--- src/rtl/pmod_jstk_reader.sv ---
// SPI mode-0 poller for the PmodJSTK: one 5-byte frame per poll interval, registered axes/buttons.
// Define JSTK_AVG_EN to turn each axis output into a 2-tap running average.
module pmod_jstk_reader #(
    parameter int unsigned CLK_DIV  = 64,
    parameter int unsigned SS_SETUP = 1500,
    parameter int unsigned BYTE_GAP = 1000,
    parameter int unsigned POLL_GAP = 1000000
) (
    input  logic       clk,
    input  logic       clr_n,
    input  logic [1:0] led,
    input  logic       miso,
    output logic       ss_n,
    output logic       sclk,
    output logic       mosi,
    output logic [9:0] joy_x,
    output logic [9:0] joy_y,
    output logic [2:0] btn,
    output logic       sample_valid,
    output logic       busy
);

    localparam int unsigned BIT_LEN = 2 * CLK_DIV;

    typedef enum logic [2:0] {
        IDLE,
        SETUP,
        SHIFT,
        GAP,
        DONE
    } state_t;

    state_t      state_q, state_d;
    logic [31:0] cnt_q, cnt_d;
    logic [2:0]  bit_q, bit_d;
    logic [2:0]  byte_q, byte_d;
    logic [7:0]  tx_q, tx_d;
    logic [7:0]  rx_q, rx_d;
    logic [7:0]  xl_q, xl_d;
    logic [1:0]  xh_q, xh_d;
    logic [7:0]  yl_q, yl_d;
    logic [1:0]  yh_q, yh_d;
    logic [2:0]  btn_h_q, btn_h_d;
    logic        miso_s1_q, miso_s2_q;
    logic        ss_n_q, ss_n_d;
    logic        sclk_q, sclk_d;
    logic        mosi_q, mosi_d;
    logic        busy_q, busy_d;
    logic        sample_valid_q, sample_valid_d;
    logic [9:0]  joy_x_q, joy_x_d;
    logic [9:0]  joy_y_q, joy_y_d;
    logic [2:0]  btn_q, btn_d;

    always_ff @(posedge clk or negedge clr_n) begin
        if (!clr_n) begin
            miso_s1_q <= 1'b0;
            miso_s2_q <= 1'b0;
        end else begin
            miso_s1_q <= miso;
            miso_s2_q <= miso_s1_q;
        end
    end

    always_ff @(posedge clk or negedge clr_n) begin
        if (!clr_n) begin
            state_q        <= IDLE;
            cnt_q          <= '0;
            bit_q          <= '0;
            byte_q         <= '0;
            tx_q           <= '0;
            rx_q           <= '0;
            xl_q           <= '0;
            xh_q           <= '0;
            yl_q           <= '0;
            yh_q           <= '0;
            btn_h_q        <= '0;
            ss_n_q         <= 1'b1;
            sclk_q         <= 1'b0;
            mosi_q         <= 1'b0;
            busy_q         <= 1'b0;
            sample_valid_q <= 1'b0;
            joy_x_q        <= 10'd512;
            joy_y_q        <= 10'd512;
            btn_q          <= '0;
        end else begin
            state_q        <= state_d;
            cnt_q          <= cnt_d;
            bit_q          <= bit_d;
            byte_q         <= byte_d;
            tx_q           <= tx_d;
            rx_q           <= rx_d;
            xl_q           <= xl_d;
            xh_q           <= xh_d;
            yl_q           <= yl_d;
            yh_q           <= yh_d;
            btn_h_q        <= btn_h_d;
            ss_n_q         <= ss_n_d;
            sclk_q         <= sclk_d;
            mosi_q         <= mosi_d;
            busy_q         <= busy_d;
            sample_valid_q <= sample_valid_d;
            joy_x_q        <= joy_x_d;
            joy_y_q        <= joy_y_d;
            btn_q          <= btn_d;
        end
    end

    always_comb begin
        state_d        = state_q;
        cnt_d          = cnt_q;
        bit_d          = bit_q;
        byte_d         = byte_q;
        tx_d           = tx_q;
        rx_d           = rx_q;
        xl_d           = xl_q;
        xh_d           = xh_q;
        yl_d           = yl_q;
        yh_d           = yh_q;
        btn_h_d        = btn_h_q;
        mosi_d         = mosi_q;
        sample_valid_d = 1'b0;
        joy_x_d        = joy_x_q;
        joy_y_d        = joy_y_q;
        btn_d          = btn_q;

        case (state_q)
            IDLE: begin
                mosi_d = 1'b0;
                if (cnt_q == POLL_GAP - 1) begin
                    state_d = SETUP;
                    cnt_d   = '0;
                    tx_d    = {6'b100000, led};
                end else begin
                    cnt_d = cnt_q + 32'd1;
                end
            end
            SETUP: begin
                if (cnt_q == SS_SETUP - 1) begin
                    state_d = SHIFT;
                    cnt_d   = '0;
                    bit_d   = '0;
                    byte_d  = '0;
                    mosi_d  = tx_q[7];
                end else begin
                    cnt_d = cnt_q + 32'd1;
                end
            end
            SHIFT: begin
                // Sample on the cycle sclk rises; miso_s2_q is already 2 cycles behind the pin.
                if (cnt_q == CLK_DIV - 1) begin
                    rx_d = {rx_q[6:0], miso_s2_q};
                end
                if (cnt_q == BIT_LEN - 1) begin
                    cnt_d = '0;
                    if (bit_q == 3'd7) begin
                        case (byte_q)
                            3'd0:    xl_d    = rx_q;
                            3'd1:    xh_d    = rx_q[1:0];
                            3'd2:    yl_d    = rx_q;
                            3'd3:    yh_d    = rx_q[1:0];
                            default: btn_h_d = rx_q[2:0];
                        endcase
                        mosi_d = 1'b0;
                        if (byte_q == 3'd4) begin
                            state_d = DONE;
                        end else begin
                            state_d = GAP;
                            tx_d    = 8'h00;
                        end
                    end else begin
                        bit_d  = bit_q + 3'd1;
                        tx_d   = {tx_q[6:0], 1'b0};
                        mosi_d = tx_q[6];
                    end
                end else begin
                    cnt_d = cnt_q + 32'd1;
                end
            end
            GAP: begin
                mosi_d = 1'b0;
                if (cnt_q == BYTE_GAP - 1) begin
                    state_d = SHIFT;
                    cnt_d   = '0;
                    bit_d   = '0;
                    byte_d  = byte_q + 3'd1;
                    mosi_d  = tx_q[7];
                end else begin
                    cnt_d = cnt_q + 32'd1;
                end
            end
            DONE: begin
`ifdef JSTK_AVG_EN
                joy_x_d = 10'(({1'b0, joy_x_q} + {1'b0, xh_q, xl_q}) >> 1);
                joy_y_d = 10'(({1'b0, joy_y_q} + {1'b0, yh_q, yl_q}) >> 1);
`else
                joy_x_d = {xh_q, xl_q};
                joy_y_d = {yh_q, yl_q};
`endif
                btn_d          = btn_h_q;
                sample_valid_d = 1'b1;
                state_d        = IDLE;
                cnt_d          = '0;
            end
            default: begin
                state_d = IDLE;
                cnt_d   = '0;
            end
        endcase
    end

    // Pin-level outputs are registered from the next state so they never glitch.
    assign ss_n_d = (state_d == IDLE);
    assign busy_d = (state_d != IDLE);
    assign sclk_d = (state_d == SHIFT) && (cnt_d >= CLK_DIV);

    assign ss_n         = ss_n_q;
    assign sclk         = sclk_q;
    assign mosi         = mosi_q;
    assign busy         = busy_q;
    assign sample_valid = sample_valid_q;
    assign joy_x        = joy_x_q;
    assign joy_y        = joy_y_q;
    assign btn          = btn_q;

endmodule

--- config.mk ---
export PLATFORM = sky130hd
export DESIGN_NAME = pmod_jstk_reader
export DESIGN_NICKNAME = d
export VERILOG_FILES = /design/src/rtl/pmod_jstk_reader.sv
export SDC_FILE = /design/constraint.sdc
export NUM_CORES = 1
export LEC_CHECK = 0
export CORE_MARGIN = 2
export CORE_UTILIZATION = 50
export DETAILED_ROUTE_END_ITERATION = 12
export DONT_BUFFER_PORTS = 1
export SLEW_MARGIN = 40
export SYNTH_ARGS = -nofsm -noshare
export SYNTH_HDL_FRONTEND = slang
export SYNTH_SLANG_ARGS = --single-unit
--- constraint.sdc ---
create_clock -name clk -period 7.2 [get_ports clk]
set_input_delay 2.16 -clock clk [delete_from_list [all_inputs] [get_ports clk]]
set_output_delay 2.16 -clock clk [all_outputs]
set_load 0.005 [all_outputs]
After elaboration in Yosys (flattened, before gate mapping) --
Cells that the tools add are included.
Word-level totals: memories 0, register bits after elaboration 110, memory bits (read-only) 0, bits in writable memories 0, bits of input ports 5, latch bits 0, word-level logic and storage cells 97
Cells by class: multiply operators 0, divide/modulo/power cells 0, $add $sub $neg 3, bitwise logic cells 1, shifts and indexed selects 0, multiplexer cells 30, equal/unequal tests 21, reduce and logical (&&, ||, !) cells 20, magnitude comparators 1
Operators with widths (number):
- 32-bit two-way mux | 4
- 32-bit one-hot mux with 4 select lines | 1
- 3-bit two-way mux | 11
- 32-bit by 1-bit adder with 32-bit output, second input constant | 1
- 32-bit by 10-bit equality test with 1-bit output, second input constant | 1
- 32-bit by 11-bit equality test with 1-bit output, second input constant | 1
- 32-bit by 20-bit equality test with 1-bit output, second input constant | 1
- 32-bit by 6-bit equality test with 1-bit output, second input constant | 1
- 32-bit by 7-bit equality test with 1-bit output, second input constant | 1
- 32-bit by 7-bit >= comparator with 1-bit output, second input constant | 1
- 8-bit two-way mux | 4
- 4-bit AND reduction | 6
- 8-bit one-hot mux with 2 select lines | 1
- 3-bit by 2-bit equality test with 1-bit output, second input constant | 5
- 3-bit one-hot mux with 4 select lines | 1
- 2-bit inequality test, second input constant | 5
- 3-bit equality test, second input constant | 3
- 3-bit zero test | 3
- 3-bit one-hot mux with 3 select lines | 1
- 3-bit by 1-bit adder with 3-bit output, second input constant | 2
- 3-bit by 1-bit equality test with 1-bit output, second input constant | 2
- 3-bit one-hot mux with 2 select lines | 1
- 3-bit AND reduction | 2
- 3-bit nonzero test | 2
- other kinds (10) | 15

Depth between registers and ports, before layout --
Gate-level depths: netlist of the first run.
depth after elaboration 7, mapped depth 9, depth with buffers taken out 8

Worst setup path after synthesis of the first run --
OpenSTA, ideal clock, no wires.
kind input port to flip-flop, start input led[1], end register tx_q[1], stages 2, setup slack 4.459 ns, data required time 7.073 ns, arrival 2.614 ns, path buffers 0, cells stage by stage a22o_1 mux2_1
Between the ends: longest elaborated chain between the ends 2
Ends and longest elaborated chain:
- start, declared | line 11 | input logic [1:0] led,
- 8-bit two-way mux | line 129 | if (cnt_q == POLL_GAP - 1) begin
- 8-bit one-hot mux with 2 select lines | line 126 | case (state_q)
- end signal, assigned | line 90 | tx_q <= tx_d;
- end, declared | line 37 | logic [7:0] tx_q, tx_d;
Every way passes these cells. The select of a mux whose other input is x is not followed. A chain may end at the register's enable or synchronous reset.

Worst setup path in the final report of the first run --
start register joy_y_q[9], in the netlist joy_y[9], end output joy_y[9]
RTL lines:
- start, declared | line 51 | logic [9:0] joy_y_q, joy_y_d;
- start signal, assigned | line 103 | joy_y_q <= joy_y_d;
- end, declared | line 17 | output logic [9:0] joy_y,
No word-level cell between the ends.

==> flow_metrics.py, run 1 <==
metrics = {
    "place": {
        "hpwl_um": 7130,
        "port_buffers": 0,
        "dp.cells": 596,
        "globalplace.congestion": 0.841,
    },
    "global_routing": {
        "grt-ovfl-total": 0,
        "grt_usage": 0.192,
        "grt_first_pass_wirelength_um": 17600,
        "antenna_found_initial": 0,
        "grt_pass1_vias": 3529,
        "grt_max_degree": 111,
    },
    "clocking": {
        "cts_root_buf": "clkbuf_8",
        "post-cts-setup-buffer-count": 0,
        "htreeDepth": 3,
        "cts-resized-gates": 0,
        "cts_tree": "yes",
        "cts_hold_buf": 0,
        "clock_latency_ns": 0.38,
        "clk_path_buf_depth": 2,
        "path_clk_slew_ns": 0.11,
        "cts_buffers": 9,
        "cts_num_sinks": 110,
    },
    "floorplanning": {
        "io_pins": 33,
        "start_util": 0.507,
        "rows": 38,
        "die_y_um": 108,
        "die_width_um": 108,
        "die_area_mm2": 0.0117,
        "core_area_mm2": 0.0107,
    },
    "sta": {
        "slew_violations": 0,
        "period_needed_ns": 3.10,
        "setup-tns-final_ns": 0,
        "grt_setup_unrepaired": "false",
        "timing.slew.headroom": 0.498,
        "fin_crit_sh": 0.431,
        "worstMarginPinSlew_ns": 0.753,
        "finalHoldViolations": 0,
        "fmax_mhz": 322,
        "clock-skew-final_ns": 0.00899,
        "setup_viol": 0,
    },
    "logic_synthesis": {
        "synth_common_cells": "dfrtp_1, nor2_1, mux2_2",
        "yosysTopAreaCell": "dfrtp_1",
        "syn-mean-instance-area_um2": 11.4,
        "synth-seq-cells": 110,
        "netlist_area_mm2": 0.00545,
        "ys_warn_count": 0,
        "synth.most_common_cell": "dfrtp_1",
        "synthArstFlopShare": 1.00,
        "synth_area_leaders": "dfrtp_1, mux2_2, mux2_1",
        "synth_top_area_frac": 0.492,
        "seq_area_frac_synth": 0.506,
        "syn_inst": 477,
        "synth_flop_cell": "dfrtp_1",
        "synth_edf_count": 0,
        "syn_nets": 490,
        "synth_cell_type_count": 67,
    },
    "pwr": {
        "p_per_area_mw_per_mm2": 171,
        "pwr-share-clk": 0.364,
        "p_total_w": 0.000973,
        "p_int_w": 0.000751,
        "swShare": 0.229,
        "p_seq_frac": 0.635,
        "irDropWorstVdd_mv": 0.0779,
        "p_sw_w": 0.000223,
        "p_leak_nw": 2.53,
        "combinationalPowerShare": 0,
    },
    "layout": {
        "nets": 480,
        "seq_area_mm2": 0.00276,
        "num-fill-cells": 959,
        "final_cells": 612,
        "diodes": 0,
        "drive_above_1_share": 0.176,
        "multi_input_area_mm2": 0.00249,
        "area_growth_pct": 4.25,
    },
    "worst_setup_path": {
        "worstSetupEndpointType": "output port",
        "critical_path_class": "reg2out",
        "start_kind": "flip-flop",
        "critPathMaxFanout": 2,
        "required_ns": 5.04,
        "arrival_ns": 0.94,
    },
    "worst_hold_path": {
        "hp-class": "reg2reg",
    },
    "drt": {
        "remaining_drc_errors": 0,
        "vias": 3582,
        "routed_via_density": 5.85,
        "wl_per_cell_um": 16.9,
        "ant_nets": 0,
        "dr.first_iter.drc_count": 273,
        "first_pass_iters": 4,
        "routed_wl_um": 10400,
    },
    "outcome": {
        "status": "finished, final reports clean",
    },
    "run": {
        "maxCapViolCount": 0,
    },
}
cell families after synthesis:
group,share of synthesized area
AND/OR/NAND/NOR,0.190
flip-flops,0.506
multiplexers,0.139
AO/OA/AOI/OAI,0.0692
buffers and inverters,0.0372
XOR/XNOR,0.0402
adder cells (fa/ha/maj),0.0184
cell usage in the layout (no fill, tap or decap), types with 9 or more instances in the layout:
cell and instances:
dfrtp_1 107, nor2_1 45, mux2_2 38, nand2_1 32
mux2_1 19, inv_1 16, xnor2_1 15, nand3_1 13
a21oi_1 12, nor3_1 11, nand4_1 10, xor2_1 10
clkbuf_8 9
power groups by stage:
stage / sequential [W] / combinational, W / clock (W)
2_1_floorplan: 0.000630 / 0.000000390 / 0
3_3_place_gp: 0.000630 / 0.000000408 / 0
3_5_place_dp: 0.000630 / 0.000000425 / 0
4_1_cts: 0.000618 / 0.000000431 / 0.000366
5_1_grt: 0.000619 / 0.000000448 / 0.000396
6_report: 0.000618 / 0.000000430 / 0.000355
worst reg2reg max path, delay by kind of cell (launching register included):
kind	cells	cell delay, ns
compound gates	4	0.66
flops	1	0.69
simple gates	3	1.53
worst paths after layout:
path                                start   endpoint  slack, ns  cells past startpoint
worst min-delay path            miso_s1_q  miso_s2_q       0.37                      0
min in group asynchronous           clr_n   joy_x[6]       1.46                      0
worst max-delay path             joy_y[9]   joy_y[9]       4.10                      0
max in group asynchronous           clr_n       ss_n       5.46                      0
worst min register to register  miso_s1_q  miso_s2_q       0.37                      0
worst max register to register   cnt_q[6]       sclk       4.21                      7
sequential cells by signal, indices dropped and copies added, names as in the netlist, 3 cells and up:
name	cells
bit_q	3
btn	3
btn_h_q	3
byte_q	3
cnt_q	32
joy_x	10
joy_y	10
rx_q	8
state_q	3
tx_q	8
xl_q	8
yl_q	8
stage by stage:
stage          hold slack [ns]  setup WS, ns  area (um^2)  utilization
2_1_floorplan            0.331          4.46         5450            -
3_3_place_gp             0.344          4.34         5490        0.511
3_5_place_dp             0.346          4.28         5490        0.511
4_1_cts                  0.372          4.08         5680        0.528
5_1_grt                  0.406          4.01         5680        0.528
6_report                 0.372          4.10         5680        0.528
layer usage:
| layer | vias to the layer above | global-route usage | wire, um |
|---|---|---|---|
| li1 | 1688 | - | - |
| met3 | 13 | 0.0374 | 410 |
| met2 | 84 | 0.315 | 4910 |
| met4 | 0 | 0.0696 | 175 |
| met5 | - | 0 | 0 |
| met1 | 1797 | 0.255 | 4870 |
layout make-up:
cell class	instances	area share
Sequential cell	110	0.486
Multi-Input combinational cell	328	0.438
Clock inverter	6	0.00970
Clock buffer	10	0.0225
Inverter	16	0.0106
Timing Repair Buffer	2	0.00264
Tap cell	140	0.0309
No activity file was read; power rests on OpenSTA's default activity.
==> run 2, diff against run 1 <==
--- a/config.mk
+++ b/config.mk
@@ -9,6 +9,7 @@
 export CORE_UTILIZATION = 50
 export DETAILED_ROUTE_END_ITERATION = 12
 export DONT_BUFFER_PORTS = 1
+export PLACE_DENSITY = 0.68
 export SLEW_MARGIN = 40
 export SYNTH_ARGS = -nofsm -noshare
 export SYNTH_HDL_FRONTEND = slang
==> constraint.sdc (replaced) <==
create_clock -name clk -period 2.6 [get_ports clk]
set_input_delay 0.78 -clock clk [delete_from_list [all_inputs] [get_ports clk]]
set_output_delay 0.78 -clock clk [all_outputs]
set_load 0.005 [all_outputs]
==> flow_metrics.py, run 2 (synthesis results as in run 1) <==
metrics = {
    "drt": {
        "highest_layer": "met4",
        "wl_per_cell_um": 17.8,
        "remaining_drc_errors": 0,
        "routed_via_density": 5.78,
        "ant_nets": 0,
        "vias": 3809,
        "first_pass_iters": 5,
        "routed_wl_um": 11700,
        "route.met2.wl_um": 5740,
        "drt-met1-wl_um": 5220,
        "dr.first_iter.drc_count": 350,
        "met3WireLength_um": 525,
    },
    "pwr": {
        "p_leak_nw": 2.80,
        "swShare": 0.234,
        "p_total_w": 0.00273,
        "p_sw_w": 0.000637,
        "p_seq_frac": 0.628,
        "pwr-share-clk": 0.372,
        "p_int_w": 0.00209,
        "irDropWorstVdd_mv": 0.292,
        "combinationalPowerShare": 0,
        "p_per_area_mw_per_mm2": 441,
    },
    "run": {
        "maxCapViolCount": 0,
    },
    "global_routing": {
        "grt_first_pass_wirelength_um": 18600,
        "grt-ovfl-total": 0,
        "grt_usage": 0.202,
        "grt_pass1_vias": 3698,
        "antenna_found_initial": 0,
        "grt_max_degree": 111,
    },
    "place": {
        "dp.cells": 635,
        "postPlaceCellArea_mm2": 0.00581,
        "globalplace.congestion": 0.927,
        "port_buffers": 0,
        "hpwl_um": 8090,
    },
    "worst_setup_path": {
        "worstSetupEndpointType": "flip-flop",
        "start_kind": "flip-flop",
        "required_ns": 2.86,
        "reg2regPathDepth": 7,
        "arrival_ns": 2.90,
        "critPathMaxFanout": 4,
        "critical_path_class": "reg2reg",
    },
    "sta": {
        "slew_violations": 0,
        "timing.slew.headroom": 0.648,
        "setup-tns-final_ns": -0.0965,
        "timing.hold.ws_ns": 0.0795,
        "fmax_mhz": 378,
        "fin_crit_sh": 1.02,
        "worstMarginPinSlew_ns": 0.515,
        "setup_viol": 3,
        "grt_setup_unrepaired": "true",
        "finalHoldViolations": 0,
        "clock-skew-final_ns": 0.0178,
        "postLayoutSetupSlackWorst_ns": -0.0430,
        "period_needed_ns": 2.64,
    },
    "clocking": {
        "cts_root_buf": "clkbuf_8",
        "cts_hold_buf": 0,
        "cts_num_sinks": 110,
        "clock_latency_ns": 0.38,
        "cts_buffers": 9,
        "htreeDepth": 3,
        "cts_tree": "yes",
        "clk_path_buf_depth": 2,
        "path_clk_slew_ns": 0.11,
    },
    "worst_hold_path": {
        "hp-class": "in2async",
    },
    "floorplanning": {
        "die_width_um": 108,
        "start_util": 0.507,
        "die_area_mm2": 0.0117,
        "rows": 38,
        "io_pins": 33,
        "die_y_um": 108,
        "core_area_mm2": 0.0107,
    },
    "layout": {
        "diodes": 0,
        "design_area_mm2": 0.00619,
        "drive_above_1_share": 0.303,
        "nets": 527,
        "largest-register": "cnt_q",
        "most-common-layout-cells": "dfrtp_1, nor2_1, buf_4",
        "final_cells": 659,
        "layout_commonest_cell": "dfrtp_1",
        "area_growth_pct": 13.6,
        "largest_reg_flops": 32,
    },
    "outcome": {
        "failed_checks": "setup timing",
        "status": "complete, but fails checks",
    },
}
==> run 2: changes by cell type in the layout (fill, tap and decap cells not counted), moves of 2 or more <==
cell | previous run | this run
and2_4 | 0 | 2
buf_12 | 0 | 2
buf_4 | 2 | 45
dfrtp_1 | 107 | 96
dfrtp_2 | 0 | 11
mux2_1 | 19 | 14
mux2_2 | 38 | 35
mux2_4 | 3 | 11
nor4_1 | 8 | 3
nor4_2 | 0 | 3
nor4_4 | 2 | 4
==> run 2: worst paths after layout <==
| path | startpoint | end | slack, ns |
|---|---|---|---|
| max in group asynchronous | clr_n | ss_n | 2.29 |
| hold / removal | clr_n | btn[1] | 0.08 |
| min in group clk | miso_s1_q | miso_s2_q | 0.41 |
| setup reg to reg | cnt_q[7] | bit_q[1] | -0.04 |
| setup / recovery | cnt_q[7] | bit_q[1] | -0.04 |
| hold reg to reg | miso_s1_q | miso_s2_q | 0.41 |
==> run 2: stage by stage <==
step | worst slack, ns | utilization
detailed placement | -0.0473 | 0.541
floorplan | 0.0304 | -
global placement | -0.00210 | 0.541
CTS | -0.0268 | 0.562
finish | -0.0430 | 0.576
global route | -0.0801 | 0.576
==> run 2: repair_timing <==
item / in CTS / in global routing
setup endpoints to repair: 12 / 61
gates cloned: 0 / 2
setup buffers: 3 / 3
pin swaps: 0 / 5
hold endpoints to repair: 0 / 0
resized for setup: 5 / 33
==> run 2: power groups by stage <==
stage	Clock (W)	Combinational [W]	Sequential, W
CTS	0.00104	0.00000123	0.00171
global route	0.00111	0.00000138	0.00171
detailed placement	0	0.00000120	0.00175
floorplan	0	0.00000108	0.00175
finish	0.00101	0.00000124	0.00171
global placement	0	0.00000120	0.00175
==> run 2: worst max-delay path: stages (launching register included) <==
cell	delay, ns
dfrtp_2	0.46
or4_4	0.54
or3_4	0.38
nor4_4	0.20
nand3_2	0.14
o21ba_4	0.22
nor3_4	0.25
mux2_4	0.33
==> run 2: final cells by class <==
cell class                      instances  area, um^2
Clock buffer                           10         128
Sequential cell                       110        2770
Multi-Input combinational cell        329        2600
Fill cell                             898        4560
Timing Repair Buffer                   48         389
Tap cell                              140         175
Clock inverter                          6        62.6
Inverter                               16        60.1
==> run 2: per-layer routing <==
metal / up-vias / GRT usage
met5: - / 0
met3: 25 / 0.0380
met2: 112 / 0.336
li1: 1785 / -
met4: 0 / 0.0595
met1: 1887 / 0.270
==> run 3, diff against run 2 <==
--- a/config.mk
+++ b/config.mk
@@ -7,6 +7,7 @@
 export LEC_CHECK = 0
 export CORE_MARGIN = 2
 export CORE_UTILIZATION = 50
+export CTS_CLUSTER_DIAMETER = 80
 export DETAILED_ROUTE_END_ITERATION = 12
 export DONT_BUFFER_PORTS = 1
 export PLACE_DENSITY = 0.68
==> results of run 3 <==
No change in the layout: final DEF, timing and power equal those of run 2.
